==> src/rtl/uart_rx_pkg.sv <==
// Shared types and constants for the oversampling UART receiver.
package uart_rx_pkg;

   typedef enum logic [2:0] {
      IDLE,
      START,
      DATA,
      PARITY,
      STOP
   } rx_state_e;

   localparam logic [5:0] MIN_PRESCALE = 6'd4;

   // Sample offsets around the bit centre (p/2).
   localparam int SMP_OFF_EARLY = -1;
   localparam int SMP_OFF_MID   = 0;
   localparam int SMP_OFF_LATE  = 1;

   function automatic logic [5:0] eff_prescale(input logic [5:0] p);
      return (p < MIN_PRESCALE) ? MIN_PRESCALE : p;
   endfunction

   function automatic logic [5:0] sample_point(input logic [5:0] p, input int off);
      return 6'(int'(p >> 1) + off);
   endfunction

endpackage

==> src/rtl/uart_rx_data_sampler.sv <==
// Three-point capture around the bit centre with a 2-of-3 majority vote.
module uart_rx_data_sampler
   import uart_rx_pkg::*;
(
   input  logic       CLK_RX,
   input  logic       RST,
   input  logic       S_RX_IN,
   input  logic [5:0] prescale,
   input  logic [5:0] edge_cnt,
   output logic       sampled_bit,
   output logic       sample_done
);

   logic [5:0] p_eff;
   logic [5:0] pt_early;
   logic [5:0] pt_mid;
   logic [5:0] pt_late;
   logic       s_early_q, s_early_d;
   logic       s_mid_q, s_mid_d;

   // The late sample is taken live so the vote is ready in the same cycle,
   // which matters at the minimum prescale where it lands on the bit's last edge.
   always_comb begin
      p_eff       = eff_prescale(prescale);
      pt_early    = sample_point(p_eff, SMP_OFF_EARLY);
      pt_mid      = sample_point(p_eff, SMP_OFF_MID);
      pt_late     = sample_point(p_eff, SMP_OFF_LATE);
      s_early_d   = s_early_q;
      s_mid_d     = s_mid_q;
      if (edge_cnt == pt_early) s_early_d = S_RX_IN;
      if (edge_cnt == pt_mid)   s_mid_d   = S_RX_IN;
      sample_done = (edge_cnt == pt_late);
      sampled_bit = (s_early_q & s_mid_q) | (s_early_q & S_RX_IN) | (s_mid_q & S_RX_IN);
   end

   always_ff @(posedge CLK_RX or posedge RST) begin
      if (RST) begin
         s_early_q <= 1'b0;
         s_mid_q   <= 1'b0;
      end else begin
         s_early_q <= s_early_d;
         s_mid_q   <= s_mid_d;
      end
   end

endmodule

==> src/rtl/uart_rx_top.sv <==
// Oversampling UART receiver: FSM, edge/bit counters, deserializer and frame checks.
// Optional UART_RX_ERR_FLAGS_EN adds par_err / stp_err pulses for discarded frames.
module uart_rx_top
   import uart_rx_pkg::*;
#(
   parameter int DATA_WIDTH = 8
) (
   input  logic                  CLK_RX,
   input  logic                  RST,
   input  logic                  S_RX_IN,
   input  logic                  PAR_EN,
   input  logic                  PAR_TYP,
   input  logic [5:0]            prescale,
   output logic [DATA_WIDTH-1:0] P_DATA,
   output logic                  Data_Valid
`ifdef UART_RX_ERR_FLAGS_EN
   ,
   output logic                  par_err,
   output logic                  stp_err
`endif
);

   localparam int BCW = (DATA_WIDTH > 1) ? $clog2(DATA_WIDTH) : 1;
   localparam logic [BCW-1:0] LAST_BIT = BCW'(DATA_WIDTH - 1);

   rx_state_e             state_q, state_d;
   logic [5:0]            edge_cnt_q, edge_cnt_d;
   logic [BCW-1:0]        bit_cnt_q, bit_cnt_d;
   logic [DATA_WIDTH-1:0] shift_q, shift_d;
   logic [DATA_WIDTH-1:0] p_data_q, p_data_d;
   logic                  data_valid_q, data_valid_d;
   logic                  par_flag_q, par_flag_d;
   logic                  bit_q, bit_d;
`ifdef UART_RX_ERR_FLAGS_EN
   logic                  par_err_q, par_err_d;
   logic                  stp_err_q, stp_err_d;
`endif

   logic [5:0] p_eff;
   logic       bit_end;
   logic       cur_bit;
   logic       stop_bad;
   logic       sampled_bit;
   logic       sample_done;

   uart_rx_data_sampler u_sampler (
      .CLK_RX      (CLK_RX),
      .RST         (RST),
      .S_RX_IN     (S_RX_IN),
      .prescale    (prescale),
      .edge_cnt    (edge_cnt_q),
      .sampled_bit (sampled_bit),
      .sample_done (sample_done)
   );

   always_comb begin
      p_eff        = eff_prescale(prescale);
      bit_end      = (edge_cnt_q >= (p_eff - 6'd1));
      cur_bit      = sample_done ? sampled_bit : bit_q;
      bit_d        = cur_bit;
      state_d      = state_q;
      edge_cnt_d   = edge_cnt_q;
      bit_cnt_d    = bit_cnt_q;
      shift_d      = shift_q;
      p_data_d     = p_data_q;
      data_valid_d = 1'b0;
      par_flag_d   = par_flag_q;
      stop_bad     = 1'b0;
`ifdef UART_RX_ERR_FLAGS_EN
      par_err_d    = 1'b0;
      stp_err_d    = 1'b0;
`endif

      if (state_q != IDLE) edge_cnt_d = bit_end ? 6'd0 : (edge_cnt_q + 6'd1);

      case (state_q)
         IDLE: begin
            edge_cnt_d = 6'd0;
            bit_cnt_d  = '0;
            par_flag_d = 1'b0;
            // The detection cycle itself is edge 0 of the start bit.
            if (!S_RX_IN) begin
               state_d    = START;
               edge_cnt_d = 6'd1;
            end
         end
         START: begin
            if (bit_end) state_d = cur_bit ? IDLE : DATA;
         end
         DATA: begin
            if (bit_end) begin
               shift_d[bit_cnt_q] = cur_bit;
               if (bit_cnt_q == LAST_BIT) begin
                  bit_cnt_d = '0;
                  state_d   = PAR_EN ? PARITY : STOP;
               end else begin
                  bit_cnt_d = bit_cnt_q + BCW'(1);
               end
            end
         end
         PARITY: begin
            if (bit_end) begin
               par_flag_d = cur_bit != ((^shift_q) ^ PAR_TYP);
               state_d    = STOP;
            end
         end
         STOP: begin
            if (bit_end) begin
               stop_bad = ~cur_bit;
               if (!par_flag_q && !stop_bad) begin
                  p_data_d     = shift_q;
                  data_valid_d = 1'b1;
               end
`ifdef UART_RX_ERR_FLAGS_EN
               par_err_d = par_flag_q;
               stp_err_d = stop_bad;
`endif
               par_flag_d = 1'b0;
               // A low line here is already the next frame's start bit.
               if (!S_RX_IN) begin
                  state_d    = START;
                  edge_cnt_d = 6'd1;
               end else begin
                  state_d = IDLE;
               end
            end
         end
         default: state_d = IDLE;
      endcase
   end

   always_ff @(posedge CLK_RX or posedge RST) begin
      if (RST) begin
         state_q      <= IDLE;
         edge_cnt_q   <= 6'd0;
         bit_cnt_q    <= '0;
         shift_q      <= '0;
         p_data_q     <= '0;
         data_valid_q <= 1'b0;
         par_flag_q   <= 1'b0;
         bit_q        <= 1'b0;
`ifdef UART_RX_ERR_FLAGS_EN
         par_err_q    <= 1'b0;
         stp_err_q    <= 1'b0;
`endif
      end else begin
         state_q      <= state_d;
         edge_cnt_q   <= edge_cnt_d;
         bit_cnt_q    <= bit_cnt_d;
         shift_q      <= shift_d;
         p_data_q     <= p_data_d;
         data_valid_q <= data_valid_d;
         par_flag_q   <= par_flag_d;
         bit_q        <= bit_d;
`ifdef UART_RX_ERR_FLAGS_EN
         par_err_q    <= par_err_d;
         stp_err_q    <= stp_err_d;
`endif
      end
   end

   assign P_DATA     = p_data_q;
   assign Data_Valid = data_valid_q;
`ifdef UART_RX_ERR_FLAGS_EN
   assign par_err    = par_err_q;
   assign stp_err    = stp_err_q;
`endif

endmodule

==> config.mk <==
export PLATFORM = sky130hd
export DESIGN_NAME = uart_rx_top
export DESIGN_NICKNAME = d
export VERILOG_FILES = /design/src/rtl/uart_rx_pkg.sv /design/src/rtl/uart_rx_data_sampler.sv /design/src/rtl/uart_rx_top.sv
export SDC_FILE = /design/constraint.sdc
export NUM_CORES = 1
export LEC_CHECK = 0
export ABC_AREA = 0
export CORE_MARGIN = 2
export CORE_UTILIZATION = 30
export DETAILED_ROUTE_END_ITERATION = 8
export PLACE_DENSITY = 0.46
export SLEW_MARGIN = 15
export SYNTH_ARGS = -nofsm -noshare
export SYNTH_HDL_FRONTEND = slang
export SYNTH_SLANG_ARGS = --single-unit
==> constraint.sdc <==
create_clock -name CLK_RX -period 3.4 [get_ports CLK_RX]
set_input_delay 0.68 -clock CLK_RX [delete_from_list [all_inputs] [get_ports CLK_RX]]
set_output_delay 0.68 -clock CLK_RX [all_outputs]
set_load 0.005 [all_outputs]
# Word level (Yosys, flattened, before mapping)
# Cells that the tools add are included.
word_totals:
  register_bits: 33
  out_inout_bits: 9
  word_cells: 83
  input_bits: 11
op_classes:
  n_mux: 30
  n_addsub: 5
  eq_ne: 15
  bitwise_logic: 6
  magnitude_cmp: 4
  n_reduce_logical: 13
op_table:
  columns: ["cell", "n"]
  rows:
  - ["$mux W6", 5]
  - ["$mux W3", 9]
  - ["$pmux W3 S5", 1]
  - ["$add A6 B1 Y6 const B", 2]
  - ["$eq A6 B6 Y1", 2]
  - ["$ne A2 B2 Y1 const B", 6]
  - ["$pmux W6 S2", 1]
  - ["$mux W1", 9]
  - ["$bwmux W8", 1]
  - ["$reduce_xor A8 Y1", 1]
  - ["$add A5 B1 Y6 const B", 1]
  - ["$eq A3 B2 Y1 const B", 2]
  - ["$eq A3 B3 Y1 const B", 2]
  - ["$eq A6 B5 Y1", 1]
  - ["$ge A6 B6 Y1", 1]
  - ["$lt A6 B3 Y1 const B", 1]
  - ["$pmux W3 S2", 1]
  - ["$reduce_and A3 Y1", 2]
  - ["$reduce_and A6 Y1", 1]
  - ["$reduce_bool A3 Y1", 2]
  - ["$sub A6 B1 Y6 const B", 1]
  - ["$lt A3 B4 Y1 const B", 1]
  - ["$reduce_and A2 Y1", 2]
  - ["$add A3 B1 Y3 const B", 1]
  - ["13 further kinds", 17]

# Logic depth before layout (Yosys ltp)
depth:
  word_depth: 9
  depth_mapped: 14
  mapped_depth_nobuf: 12

# Cells and area by module
# Synthesis repeated with hierarchy kept, for this count alone.
hier_totals:
  hier_cells: 221
  hier_area_um2: 2222.1
by_module_without_submodules:
  columns: ["mod", "seq_area_each_um2", "area_each_um2", "cells_each", "instances"]
  rows:
  - ["uart_rx_top", 775.7, 1774.2, 167, 1]
  - ["uart_rx_data_sampler", 50.0, 447.9, 54, 1]

# Worst setup path before layout
# No wires, ideal clock.
synth_timing:
  path_type: "in2reg"
  start: "in prescale[4]"
  end: "reg p_data_q[0] (netlist: P_DATA[0])"
  path_slack_ns: -0.527
  arrival_time_ns: 3.802
  setup_time_ns: 0.125
  required_ns: 3.275
  n_path_buf: 2
  stages: 14
  path_cell_list: "buf_4 or4_1 nand2_1 ha_1 nand2_1 xnor2_1 ha_1 o21ai_0 nand2b_1 a311oi_1 or2_2 clkbuf_1 a2111oi_4 mux2_2"
synth_via:
  elab_chain_cells: 7
  word_cells_on_any_way: 9
  classes_between: "add/sub: 2; order compare: 2; eq/ne: 1; mux: 2; reduce/logical: 2"
synth_lines:
  columns: ["element", "line", "text"]
  rows:
  - ["start, declared", "uart_rx_top.sv:13", "input logic [5:0] prescale,"]
  - ["$lt A6 B3 Y1", "uart_rx_pkg.sv:20", "return (p < MIN_PRESCALE) ? MIN_PRESCALE : p;"]
  - ["$mux W6 (*)", "uart_rx_pkg.sv:20", null]
  - ["branches (longest 4 deep; another with $sub A6 B1 Y6)", null, null]
  - ["$reduce_and A3 Y1 (no line) (*)", null, null]
  - ["end signal, assigned", "uart_rx_top.sv:151", "p_data_q <= p_data_d;"]
  - ["end, declared", "uart_rx_top.sv:30", "logic [DATA_WIDTH-1:0] p_data_q, p_data_d;"]
# Every way passes the cells marked *.
# A chain may end at the register's enable or synchronous reset.

# Worst setup path after layout
layout_timing:
  start: "in prescale[2]"
  end: "reg p_data_q[6] (netlist: P_DATA[6])"
# The elaborated chain is that of the path after synthesis.

==> report_table.html <==
<table>
<tr><th>Metric</th><th>Value</th></tr>
<tr><th colspan="2">Outcome</th></tr>
<tr><td>Run status</td><td>complete, no violations</td></tr>
<tr><th colspan="2">STA</th></tr>
<tr><td>Final-report max-slew violation count</td><td>0</td></tr>
<tr><td>Clock skew</td><td>7.03 ps</td></tr>
<tr><td>Shortest period the worst path allows</td><td>3330 ps</td></tr>
<tr><td>Worst rel slew slack</td><td>0.698</td></tr>
<tr><td>Fraction of the cycle the final worst path needs</td><td>0.981</td></tr>
<tr><td>Final Setup Violations</td><td>0</td></tr>
<tr><td>Maximum frequency from static timing analysis</td><td>0.300 GHz</td></tr>
<tr><td>Setup tns final</td><td>0 ps</td></tr>
<tr><td>Count of endpoints failing hold in the final timing report</td><td>0</td></tr>
<tr><td>Slew at the pin closest to its max-slew limit</td><td>451 ps</td></tr>
<tr><th colspan="2">Power and ir drop</th></tr>
<tr><td>Leakage power figure</td><td>1.28 nW</td></tr>
<tr><td>Tot Pwr</td><td>1.50 mW</td></tr>
<tr><td>Worst vdd rail ir drop</td><td>0.217 mV</td></tr>
<tr><td>Power per unit of standard cell area</td><td>515 nW/um^2</td></tr>
<tr><th colspan="2">Route</th></tr>
<tr><td>Iter 0 DRT Violations</td><td>64</td></tr>
<tr><td>Vias per inst</td><td>4.84</td></tr>
<tr><td>ANT nets after route</td><td>0</td></tr>
<tr><td>Drt first pass iters</td><td>4</td></tr>
<tr><td>Post-Route WL</td><td>4950 um</td></tr>
<tr><td>Vias</td><td>1,631</td></tr>
<tr><td>WL/cell</td><td>14.7 um</td></tr>
<tr><td>Post-route DRC</td><td>0</td></tr>
<tr><th colspan="2">Place</th></tr>
<tr><td>Final GP Congestion</td><td>0.734</td></tr>
<tr><td>Total instance count after detailed placement</td><td>319</td></tr>
<tr><td>DP HPWL</td><td>3500 um</td></tr>
<tr><td># port buffers</td><td>19</td></tr>
<tr><th colspan="2">Synth</th></tr>
<tr><td>Cell taking the most area after synthesis</td><td>sky130_fd_sc_hd__dfrtp_1</td></tr>
<tr><td>Mapped Area</td><td>2060 um^2</td></tr>
<tr><td>Area share of the leading cell type in the synthesized netlist</td><td>0.400</td></tr>
<tr><td>Count of distinct cell types in the synthesized netlist</td><td>47</td></tr>
<tr><td>Post-synth EDFFs</td><td>0</td></tr>
<tr><td>Largest cells by area after synthesis</td><td>sky130_fd_sc_hd__dfrtp_1, sky130_fd_sc_hd__mux2_2, sky130_fd_sc_hd__xnor2_1</td></tr>
<tr><td>Post-synthesis net count</td><td>225</td></tr>
<tr><td>Avg Inst Size Synth</td><td>10.2 um^2</td></tr>
<tr><td>Proportion of synthesized chip area in sequential cells</td><td>0.400</td></tr>
<tr><td>Primary flip-flop cell chosen by synthesis mapping</td><td>sky130_fd_sc_hd__dfrtp_1</td></tr>
<tr><td>Proportion of synthesized flip-flops having asynchronous set or reset</td><td>1.00</td></tr>
<tr><td>Number of standard cells after synthesis</td><td>202</td></tr>
<tr><td>Register bit count reported by yosys</td><td>33</td></tr>
<tr><td>Warnings from Yosys</td><td>0</td></tr>
<tr><th colspan="2">Setup path</th></tr>
<tr><td>Internal reg-to-reg setup slack</td><td>800 ps</td></tr>
<tr><td>Buffer and inverter count on the worst path</td><td>6</td></tr>
<tr><td>Category of the most critical setup path</td><td>in2reg</td></tr>
<tr><td>Startpoint class of the critical path</td><td>input pin</td></tr>
<tr><td>Data required time at the worst endpoint</td><td>3560 ps</td></tr>
<tr><td>Endpoint arrival time on the critical path</td><td>3490 ps</td></tr>
<tr><td>Worst setup EP type</td><td>flip-flop</td></tr>
<tr><td>Critical Path Most Common Cell</td><td>sky130_fd_sc_hd__buf_6</td></tr>
<tr><td>Max FO, Critical Path</td><td>5</td></tr>
<tr><td>Ordered cell list for the critical path</td><td>buf_6 -&gt; or4_4 -&gt; nand2_4 -&gt; buf_6 -&gt; buf_6 -&gt; inv_4 -&gt; ha_4 -&gt; a21boi_2 -&gt; a211oi_2 -&gt; nand4_1 -&gt; a2111oi_4 -&gt; buf_4 -&gt; buf_12 -&gt; mux2_4</td></tr>
<tr><td>Critical path's slowest cell</td><td>sky130_fd_sc_hd__or4_4</td></tr>
<tr><td>Top cell family by delay on the critical path</td><td>simple AND/OR/NAND/NOR gates</td></tr>
<tr><td>Slowest cell delay on critical path</td><td>570 ps</td></tr>
<tr><th colspan="2">Clock network</th></tr>
<tr><td>Clock insertion delay at the later pin of the skew report</td><td>280 ps</td></tr>
<tr><td>Hold buffer count at CTS</td><td>0</td></tr>
<tr><td>CTS clock-pin slew for the worst setup and hold paths</td><td>60 ps</td></tr>
<tr><td>Number of clock buffers inserted by TritonCTS</td><td>5</td></tr>
<tr><td>CTS tree</td><td>yes</td></tr>
<tr><td>Clock Sinks</td><td>33</td></tr>
<tr><td>Bufs on Longest Clock Path</td><td>2</td></tr>
<tr><td>Clock root buffer</td><td>sky130_fd_sc_hd__clkbuf_8</td></tr>
<tr><td>Count of H-tree levels built during CTS</td><td>2</td></tr>
<tr><th colspan="2">Final layout</th></tr>
<tr><td>Number of filler instances in the final layout</td><td>653</td></tr>
<tr><td>NumNets Final</td><td>280</td></tr>
<tr><td>Most common cell after layout, fill and taps aside</td><td>sky130_fd_sc_hd__dfrtp_1</td></tr>
<tr><td>Commonest cells after routing, fill and taps aside</td><td>sky130_fd_sc_hd__dfrtp_1, sky130_fd_sc_hd__buf_4, sky130_fd_sc_hd__xnor2_1</td></tr>
<tr><td>Inserted Diodes</td><td>0</td></tr>
<tr><td>Final standard cell count with taps included and fillers excluded</td><td>337</td></tr>
<tr><td>Ratio of cells with drive above 1 in the final layout</td><td>0.331</td></tr>
<tr><td>Core utilization of the finished layout</td><td>0.433</td></tr>
<tr><td>Post-synthesis to final-layout area growth</td><td>41.0%</td></tr>
<tr><th colspan="2">Floorplan</th></tr>
<tr><td>Overall die width</td><td>87.0 um</td></tr>
<tr><td>Die height</td><td>87.0 um</td></tr>
<tr><td>Total die area</td><td>7560 um^2</td></tr>
<tr><td>Core outline area</td><td>6720 um^2</td></tr>
<tr><td>Starting density of the core</td><td>0.307</td></tr>
<tr><td>Number of top-level design ports</td><td>20</td></tr>
<tr><td>Row cnt</td><td>30</td></tr>
<tr><th colspan="2">Global routing</th></tr>
<tr><td>Maximum number of pins on one net before global-route repair</td><td>34</td></tr>
<tr><td>First-pass GRT wire length</td><td>8280 um</td></tr>
<tr><td>Global router's overall resource usage</td><td>0.141</td></tr>
<tr><td>Via count of the first global-routing pass</td><td>1,639</td></tr>
<tr><td>GRT Residual Overflow</td><td>0</td></tr>
<tr><td>Initial antenna violation count</td><td>0</td></tr>
<tr><th colspan="2">Run</th></tr>
<tr><td>Max-capacitance violation count</td><td>0</td></tr>
<tr><th colspan="2">Min path</th></tr>
<tr><td>Worst hold path class</td><td>reg2reg</td></tr>
</table>
==> sequential cells by signal (all words and copies together) (netlist names), 3 cells and up <==
name	cells
P_DATA	8
state_q	3
shift_q	8
bit_cnt_q	3
edge_cnt_q	6
==> stage by stage <==
stage / worst slack (ps) / instance area (um^2) / hold WS [ps]
6_report: 65.8 / 2910 / 497
4_1_cts: -43.1 / 2850 / 507
5_1_grt: -22.9 / 2910 / 526
3_3_place_gp: -647 / 2600 / 490
2_1_floorplan: -238 / 2140 / 454
3_5_place_dp: -725 / 2600 / 496
==> cells in the mapped netlist, drive strengths merged (4+ instances only) <==
cell / n
ha: 12
mux2: 18
xor2: 5
inv: 9
nand2: 9
nand3: 12
clkbuf: 4
nor2: 16
xnor2: 19
a21oi: 6
dfrtp: 33
nor2b: 5
nand4: 7
o21ai: 6
==> area by class of cell <==
cell class                 instances  area (um^2)  share of cell area
timing repair buffer              54          504               0.173
tap                               80          100              0.0344
multi-input combinational        154         1360               0.466
sequential                        33          826               0.284
clock buffer                       7         86.3              0.0297
inverter                           9         36.3              0.0125
==> worst reg2reg max path: stages (launching register included) <==
cell,delay (ps)
sky130_fd_sc_hd__dfrtp_1,450
sky130_fd_sc_hd__xnor2_1,340
sky130_fd_sc_hd__a21oi_1,130
sky130_fd_sc_hd__nor4b_2,320
sky130_fd_sc_hd__nand4_1,220
sky130_fd_sc_hd__a2111oi_4,420
sky130_fd_sc_hd__buf_4,180
sky130_fd_sc_hd__buf_12,120
sky130_fd_sc_hd__mux2_4,290
==> worst paths after layout <==
kind / start / endpoint / depth (start not counted)
setup / recovery: prescale[2] / P_DATA[6] / 14
hold / removal: state_q[2] / state_q[1] / 1
setup reg to reg: edge_cnt_q[4] / P_DATA[6] / 8
hold reg to reg: state_q[2] / state_q[1] / 1
max in group asynchronous: RST / bit_cnt_q[2] / 3
min in group asynchronous: RST / P_DATA[3] / 3
==> where the power goes <==
group,switching (mW),internal (mW),leakage [nW]
Combinational,0.300,0.328,0.788
Clock,0.139,0.161,0.0443
Sequential,0.111,0.462,0.444
==> per-layer routing <==
layer,vias up,GRT usage,wire length (um)
met5,-,0,0
met4,0,0.0554,121
met3,10,0.0332,179
met2,27,0.196,2090
met1,763,0.208,2550
li1,831,-,-
==> cells by family (layout without fill, tap and decap cells) <==
kind of cell	count (synthesis)	in the layout	synth area share
xor+xnor	24	24	0.105
simple gates	67	67	0.168
buf+inv	15	70	0.0297
compound gates	29	29	0.107
flops	33	33	0.400
mux	21	21	0.113
fa+ha+maj	13	13	0.0776
==> timing repair <==
| action | 4_1_cts | 5_1_grt |
|---|---|---|
| buffers inserted | 6 | 5 |
| endpoints found under the setup margin | 27 | 8 |
| cloned | 1 | 0 |
| resized for setup | 35 | 8 |
| pin swaps | 13 | 5 |
(Power assumes the default switching activity.)
